## config.mk

```make
export PLATFORM = sky130hd
export DESIGN_NAME = tap_ctrl
export DESIGN_NICKNAME = d
export VERILOG_FILES = /design/src/rtl/jtag_types_pkg.sv /design/src/rtl/tap_fsm.sv /design/src/rtl/tap_ctrl.sv
export SDC_FILE = /design/constraint.sdc
export NUM_CORES = 1
export LEC_CHECK = 0
export ABC_CLOCK_PERIOD_IN_PS = 4400
export BUFFER_PORTS_ARGS = -buffer_cell sky130_fd_sc_hd__buf_2
export CAP_MARGIN = 30
export CORE_MARGIN = 2
export CORE_UTILIZATION = 55
export CTS_CLUSTER_DIAMETER = 60
export DETAILED_ROUTE_END_ITERATION = 6
export PLACE_DENSITY = 0.78
export SETUP_SLACK_MARGIN = 0.05
export SLEW_MARGIN = 10
export SYNTH_ARGS = -nofsm -noshare
export SYNTH_HDL_FRONTEND = slang
export SYNTH_SLANG_ARGS = --single-unit
```

## constraint.sdc

```tcl
create_clock -name TCK -period 4.4 [get_ports TCK]
set_input_delay 0.44 -clock TCK [delete_from_list [all_inputs] [get_ports TCK]]
set_output_delay 0.44 -clock TCK [all_outputs]
set_load 0.05 [all_outputs]
```

## src/rtl/jtag_types_pkg.sv

```systemverilog
// Shared types and constants for the JTAG TAP controller: the 16 TAP
// states, the default instruction width and the public opcodes.
package jtag_types_pkg;

  typedef enum logic [3:0] {
    ST_TLR,
    ST_RTI,
    ST_SEL_DR,
    ST_CAP_DR,
    ST_SH_DR,
    ST_EX1_DR,
    ST_PAU_DR,
    ST_EX2_DR,
    ST_UPD_DR,
    ST_SEL_IR,
    ST_CAP_IR,
    ST_SH_IR,
    ST_EX1_IR,
    ST_PAU_IR,
    ST_EX2_IR,
    ST_UPD_IR
  } tap_state_t;

  // Which data register sits between TDI and TDO in SH_DR.
  typedef enum logic [1:0] {
    DR_BSR,
    DR_IDCODE,
    DR_BYPASS
  } dr_sel_t;

  localparam int unsigned DEFAULT_IR_WIDTH = 4;

  localparam logic [3:0] OP_EXTEST         = 4'h0;
  localparam logic [3:0] OP_SAMPLE_PRELOAD = 4'h1;
  localparam logic [3:0] OP_IDCODE         = 4'h2;
  localparam logic [3:0] OP_BYPASS         = 4'hF;

endpackage

```

## src/rtl/tap_fsm.sv

```systemverilog
// TAP state machine: 16-state TMS-driven controller with Moore decodes.
// The next state is exported so the parent can act on entry to TLR.
module tap_fsm
  import jtag_types_pkg::*;
(
  input  logic       TCK,
  input  logic       TRST,
  input  logic       TMS,
  output tap_state_t state,
  output tap_state_t next_state,
  output logic       dr_capture,
  output logic       dr_shift,
  output logic       dr_update,
  output logic       tlr_reset
);

  // State register; TRST wins over TMS.
  // NOTE: sequential state uses non-blocking assignments so every register
  // samples pre-edge values regardless of block evaluation order.
  always_ff @(posedge TCK) begin
    if (TRST) state <= ST_TLR;
    else      state <= next_state;
  end

  // Next-state logic: the standard 1149.1 transition graph.
  always_comb begin
    // NOTE: default first so every path assigns next_state and no latch is inferred.
    next_state = ST_TLR;
    unique case (state)
      ST_TLR:    next_state = TMS ? ST_TLR    : ST_RTI;
      ST_RTI:    next_state = TMS ? ST_SEL_DR : ST_RTI;
      ST_SEL_DR: next_state = TMS ? ST_SEL_IR : ST_CAP_DR;
      ST_CAP_DR: next_state = TMS ? ST_EX1_DR : ST_SH_DR;
      ST_SH_DR:  next_state = TMS ? ST_EX1_DR : ST_SH_DR;
      ST_EX1_DR: next_state = TMS ? ST_UPD_DR : ST_PAU_DR;
      ST_PAU_DR: next_state = TMS ? ST_EX2_DR : ST_PAU_DR;
      ST_EX2_DR: next_state = TMS ? ST_UPD_DR : ST_SH_DR;
      ST_UPD_DR: next_state = TMS ? ST_SEL_DR : ST_RTI;
      ST_SEL_IR: next_state = TMS ? ST_TLR    : ST_CAP_IR;
      ST_CAP_IR: next_state = TMS ? ST_EX1_IR : ST_SH_IR;
      ST_SH_IR:  next_state = TMS ? ST_EX1_IR : ST_SH_IR;
      ST_EX1_IR: next_state = TMS ? ST_UPD_IR : ST_PAU_IR;
      ST_PAU_IR: next_state = TMS ? ST_EX2_IR : ST_PAU_IR;
      ST_EX2_IR: next_state = TMS ? ST_UPD_IR : ST_SH_IR;
      ST_UPD_IR: next_state = TMS ? ST_SEL_DR : ST_RTI;
      default:   next_state = ST_TLR;
    endcase
  end

  // Moore outputs decoded straight from the state register.
  always_comb begin
    dr_capture = (state == ST_CAP_DR);
    dr_shift   = (state == ST_SH_DR);
    dr_update  = (state == ST_UPD_DR);
    tlr_reset  = (state == ST_TLR);
  end

endmodule

```

## src/rtl/tap_ctrl.sv

```systemverilog
// JTAG TAP controller top: instruction register with decode, BYPASS and
// IDCODE data registers, and the TDO mux feeding the scan chain output.
module tap_ctrl
  import jtag_types_pkg::*;
#(
  parameter int unsigned IR_WIDTH   = DEFAULT_IR_WIDTH,
  parameter logic [31:0] IDCODE_VAL = 32'h0000_0001
) (
  input  logic                TCK,
  input  logic                TRST,
  input  logic                TMS,
  input  logic                TDI,
  input  logic                bsr_tdo,
  output logic                TDO,
  output logic                dr_capture,
  output logic                dr_shift,
  output logic                dr_update,
  output logic                bsr_select,
  output logic                mode,
  output logic                tlr_reset,
  output logic [IR_WIDTH-1:0] ir_out
);

  localparam logic [IR_WIDTH-1:0] IR_EXTEST  = IR_WIDTH'(OP_EXTEST);
  localparam logic [IR_WIDTH-1:0] IR_SAMPLE  = IR_WIDTH'(OP_SAMPLE_PRELOAD);
  localparam logic [IR_WIDTH-1:0] IR_IDCODE  = IR_WIDTH'(OP_IDCODE);
  localparam logic [IR_WIDTH-1:0] IR_CAPTURE = IR_WIDTH'(2'b01);

  tap_state_t          state;
  tap_state_t          next_state;
  logic [IR_WIDTH-1:0] ir_sr;
  logic [IR_WIDTH-1:0] ir;
  logic                bypass_reg;
  logic [31:0]         idcode_sr;
  dr_sel_t             dr_sel;

  tap_fsm u_fsm (
    .TCK        (TCK),
    .TRST       (TRST),
    .TMS        (TMS),
    .state      (state),
    .next_state (next_state),
    .dr_capture (dr_capture),
    .dr_shift   (dr_shift),
    .dr_update  (dr_update),
    .tlr_reset  (tlr_reset)
  );

  // Instruction shift and update registers. IDCODE is forced both while in
  // TLR and on the edge entering it, so the decode is valid as soon as the
  // controller reports tlr_reset.
  always_ff @(posedge TCK) begin
    if (TRST) begin
      ir_sr <= '0;
      ir    <= IR_IDCODE;
    end else begin
      unique case (state)
        ST_CAP_IR: ir_sr <= IR_CAPTURE;
        ST_SH_IR:  ir_sr <= {TDI, ir_sr[IR_WIDTH-1:1]};
        ST_UPD_IR: ir    <= ir_sr;
        default:   ;
      endcase
      if (state == ST_TLR || next_state == ST_TLR) ir <= IR_IDCODE;
    end
  end

  // Instruction decode; anything not explicitly known selects BYPASS.
  always_comb begin
    dr_sel = DR_BYPASS;
    if (ir == IR_EXTEST || ir == IR_SAMPLE) dr_sel = DR_BSR;
    else if (ir == IR_IDCODE)               dr_sel = DR_IDCODE;
  end

  assign bsr_select = (dr_sel == DR_BSR);
  assign mode       = (ir == IR_EXTEST);
  assign ir_out     = ir;

  // BYPASS and IDCODE data registers; each only moves while it is selected.
  always_ff @(posedge TCK) begin
    if (TRST) begin
      bypass_reg <= 1'b0;
      idcode_sr  <= IDCODE_VAL;
    end else if (state == ST_CAP_DR) begin
      if (dr_sel == DR_BYPASS) bypass_reg <= 1'b0;
      if (dr_sel == DR_IDCODE) idcode_sr  <= IDCODE_VAL;
    end else if (state == ST_SH_DR) begin
      if (dr_sel == DR_BYPASS) bypass_reg <= TDI;
      if (dr_sel == DR_IDCODE) idcode_sr  <= {TDI, idcode_sr[31:1]};
    end
  end

  // TDO mux: only the shift states drive data out, everything else is 0.
  always_comb begin
    TDO = 1'b0;
    if (state == ST_SH_IR) begin
      TDO = ir_sr[0];
    end else if (state == ST_SH_DR) begin
      unique case (dr_sel)
        DR_BSR:    TDO = bsr_tdo;
        DR_IDCODE: TDO = idcode_sr[0];
        default:   TDO = bypass_reg;
      endcase
    end
  end

endmodule
```

Word-level counts from Yosys, hierarchy flattened
Cells that the tools add are included.

storage, ports and cells
  register bits after elaboration = 45
  bits of input ports = 5
  output and inout port bits = 11
  logic and storage cells = 65

cells by class
  equal/unequal tests = 19
  mux-type cells = 27
  reduce and logical (&&, ||, !) cells = 14

operator list
  cell                                                 count
  two-way mux 32 bit                                   4
  case mux 4 bit (12 select lines)                     1
  equality test 4 bit, second input constant           8
  equality test 4 x 3 -> 1 bit, second input constant  4
  two-way mux 4 bit                                    4
  equality test 4 x 2 -> 1 bit, second input constant  3
  logical NOT 4 bit                                    3
  two-way mux 2 bit                                    5
  two-way mux 1 bit                                    9
  equality test 4 x 1 -> 1 bit, second input constant  2
  case mux 4 bit (2 select lines)                      1
  two-way mux 3 bit                                    2
  OR reduction 2 bit                                   3
  AND reduction 2 bit                                  2
  nonzero test 2 bit                                   2
  OR reduction 3 bit                                   1
  equality test 2 x 1 -> 1 bit, second input constant  1
  equality test 2 bit, second input constant           1
  logical NOT 2 bit                                    1
  logical OR 1 bit                                     2
  case mux 1 bit (2 select lines)                      1

Depth between registers and ports, before layout
  depth after elaboration = 7
  mapped depth = 8
  depth with buffers taken out = 4

By module
From an unflattened synthesis, not the netlist that was laid out.

unflattened totals
  cell total of the unflattened synthesis = 235
  area, all modules = 2289.7 µm²

by module, submodules not included
  module    instances  cells each  area each (µm²)  seq. area each (µm²)
  tap_ctrl  1          186         1928.1           820.8
  tap_fsm   1          49          361.6            80.1

Worst setup path after synthesis
No wires, ideal clock.

  kind = register to output
  start = reg u_fsm.state[0]
  end = out tlr_reset
  data arrival time = 2190 ps
  data required time = 3960 ps
  path slack = 1770 ps
  cell stages (with the launch flop) = 4
  buffers on the path = 2
  cell sequence = dfxtp_1 buf_4 clkbuf_1 nor4_1

between the ends
  cells in the longest elaborated chain, start to end = 1

ends and longest elaborated chain
  what                    line            source
  from (decl)             tap_fsm.sv:9    output tap_state_t state,
  from (signal assigned)  tap_fsm.sv:22   else state <= next_state;
  logical NOT 4 bit       tap_fsm.sv:55   tlr_reset = (state == ST_TLR);
  to (decl)               tap_ctrl.sv:20  output logic tlr_reset,

No other way between the ends.

Worst setup path after layout
  start = reg u_fsm.state[2]
  end = out TDO

between the ends
  cells in the longest elaborated chain, start to end = 3
  elaborated cells on any way between the ends = 4
  those cells by class = eq/ne (2); mux (2)

ends and longest elaborated chain
  what                          line            source
  equality test 4 x 3 -> 1 bit  tap_ctrl.sv:97  end else if (state == ST_SH_DR) begin
  two-way mux 1 bit             tap_ctrl.sv:97
  two-way mux 1 bit (*)         tap_ctrl.sv:95  if (state == ST_SH_IR) begin
  to (decl)                     tap_ctrl.sv:14  output logic TDO,

Mark *: on every way between the ends. The rest lies on a longest branch, timed or not.

==> metrics.txt <==
Crit Path Class=reg -> out; CP startpoint kind=flip-flop; Total Wirelength=3780 µm; RSZ-0062 raised after global routing=no; Worst EP required=3.96 ns; Initial Utilization=0.567; Worst-Margin Slew=0.719 ns; Residual DRC=0; status=complete, no violations; synthesized flop and latch total=45; num rows=23; die span in y=68.0 µm; sequential-to-total area share from yosys stat=0.400; Slew HR=0.521; Distinct cells, synth=45; Post-CTS Hold Buffers=0; proportion of layout cells with a drive suffix above 1=0.178; Mapped Nets=244; Final Hold Viols=0; DR pass1 iterations=4; largest net degree at the start of global routing=45; fmax=421 MHz; non-filler instance count after layout=292; clk_skew=0.00958 ns; via count=around 1,600; pwr/cell area=307 nW/µm²; clk root buf=clkbuf_8; routed vias/inst=roughly 5.4; setup repair bufs after CTS=0; number of global-route vias before repair=1,413; antenna fix cells=0; Placed Cells incl. Taps=285; clock tree buffer depth=2; worst-path fanout max=18; Post-DP Area=2260 µm²; hold depth=3; post-route cell area=2350 µm²; largest register by flop count=idcode_sr; H-tree levels=2; Yosys warnings=0; Slew Limit Fails=0; commonest non-fill, non-tap cell in the layout=dfxtp_1; antenna violations before repair=0; r2r worst-path depth=6; first-pass GRT wire length=around 6300 µm; Worst-Skew Late Latency=0.29 ns; Final min period=2.38 ns; total gr overflow=0; Syn Inst Count=between 200 and 250; Worst Path Arrival=1.94 ns; post-DP HPWL=2370 µm; area of the multi-input gates=between 1000 and 1500 µm²; number of flops mapped to enable cells by yosys=0; io pins=16; PortBufs=15; Hold Crit Class=in -> reg; peak supply drop=0.161 mV; GRT Total Usage=0.180; most frequent cells in the layout=45 x dfxtp_1, 22 x nor2_1, 20 x mux2i_1, 19 x nor2b_1, 19 x nand2_1; CTS tree=built; CP endpoint kind=output port; Area growth syn-to-layout=4.33%; Core Footprint=~4000 µm²; period utilisation layout=0.540; leakage power total=between 0.9 and 1 nW; ys flop type=dfxtp_1; cts bufs inserted=5; GPL Wtd Cong=0.874; Clk pin slew, worst setup/hold paths=0.08 ns; Die Wd=roughly 68 µm; Tot Pwr=around 700 µW; Finished Core Util=0.592; FF/Latch Area=901 µm²; Cell Area, Synth=2250 µm²; drt first-iter violations=86; Avg WL per Cell=13.0 µm; count of final setup violators=0; fin nets=248; max cap viols=0; post_cts resized=0; Sink Count=45; Avg Synthesized Cell Area=9.42 µm²; FFs w/ async S/R, synth=0; number of flip-flops in the largest register=32; Routed Antenna Nets=0; Setup TNS=0 ns; Die Area=4620 µm²; Layout fillers=350
## report_power, final
group | switching (mW) | total [mW] | leakage [nW] | internal [mW]
sequential | 0.0123 | 0.423 | 0.363 | 0.410
clock | 0.127 | 0.232 | 0.0399 | 0.105
combinational | 0.0407 | 0.0665 | 0.513 | 0.0258
total | 0.180 | 0.721 | 0.916 | 0.541
## path summary, 6_finish.rpt
kind | startpoint | to | slack (ns)
max | u_fsm.state[2]$_SDFF_PP0_ | TDO | 2.02
min reg2reg | ir_sr[1]$_SDFFE_PP0P_ | ir_sr[1]$_SDFFE_PP0P_ | 0.45
max reg2reg | u_fsm.state[0]$_SDFF_PP0_ | idcode_sr[29]$_SDFFE_PP0P_ | 2.11
min | TDI | ir_sr[3]$_SDFFE_PP0P_ | 0.44
## per-layer routing
layer	up-vias	GRT usage	share of wire
met3	7	0.0493	0.032
met1	719	0.229	0.53
met5	-	0	0
li1	830	-	-
met2	26	0.292	0.43
met4	0	0.0600	0.013
## per-stage QoR
stage	worst slack [ns]	hold slack, ns
after floorplan	1.77	0.432
after CTS	1.75	0.426
after global routing	1.89	0.443
after detailed placement	1.78	0.446
after global placement	1.82	0.443
final	2.02	0.438
## kinds of logic after synthesis
logic type	share of synthesized area
simple gates	0.267
flops	0.400
mux	0.186
buf+inv	0.0728
compound gates	0.0711
xor+xnor	0.00389
## layout make-up
class	count	share of cell area
inverters	5	0.00905
repair buffers	17	0.0437
clock inverters	1	0.00213
well taps	50	0.0266
clock buffers	5	0.0293
multi-input cells	169	0.506
flip-flops and latches	45	0.383
## critical path, stage by stage (launching register included)
cell      delay (ns)
dfxtp_1         0.66
nor4b_4         0.45
o211ai_1        0.16
nand3_1         0.11
buf_2           0.26
## Yosys cell counts, drive strengths merged, types with 2 or more instances
cell	instances	share of area
dfxtp	45	0.40
nor2	22	0.037
mux2i	20	0.089
nand2	19	0.032
nor2b	19	0.053
nand2b	16	0.044
mux2	15	0.097
buf	12	0.050
nand3	10	0.022
clkbuf	8	0.013
a21oi	6	0.013
nor3	6	0.013
inv	5	0.0094
nand4	3	0.0083
a2111oi	2	0.0078
a31oi	2	0.0056
and3b	2	0.0078
nand3b	2	0.0067
nor3b	2	0.0067
nor4	2	0.0056
nor4b	2	0.014
o21a	2	0.0067
o21ai	2	0.0044
(Power assumes the default switching activity.)
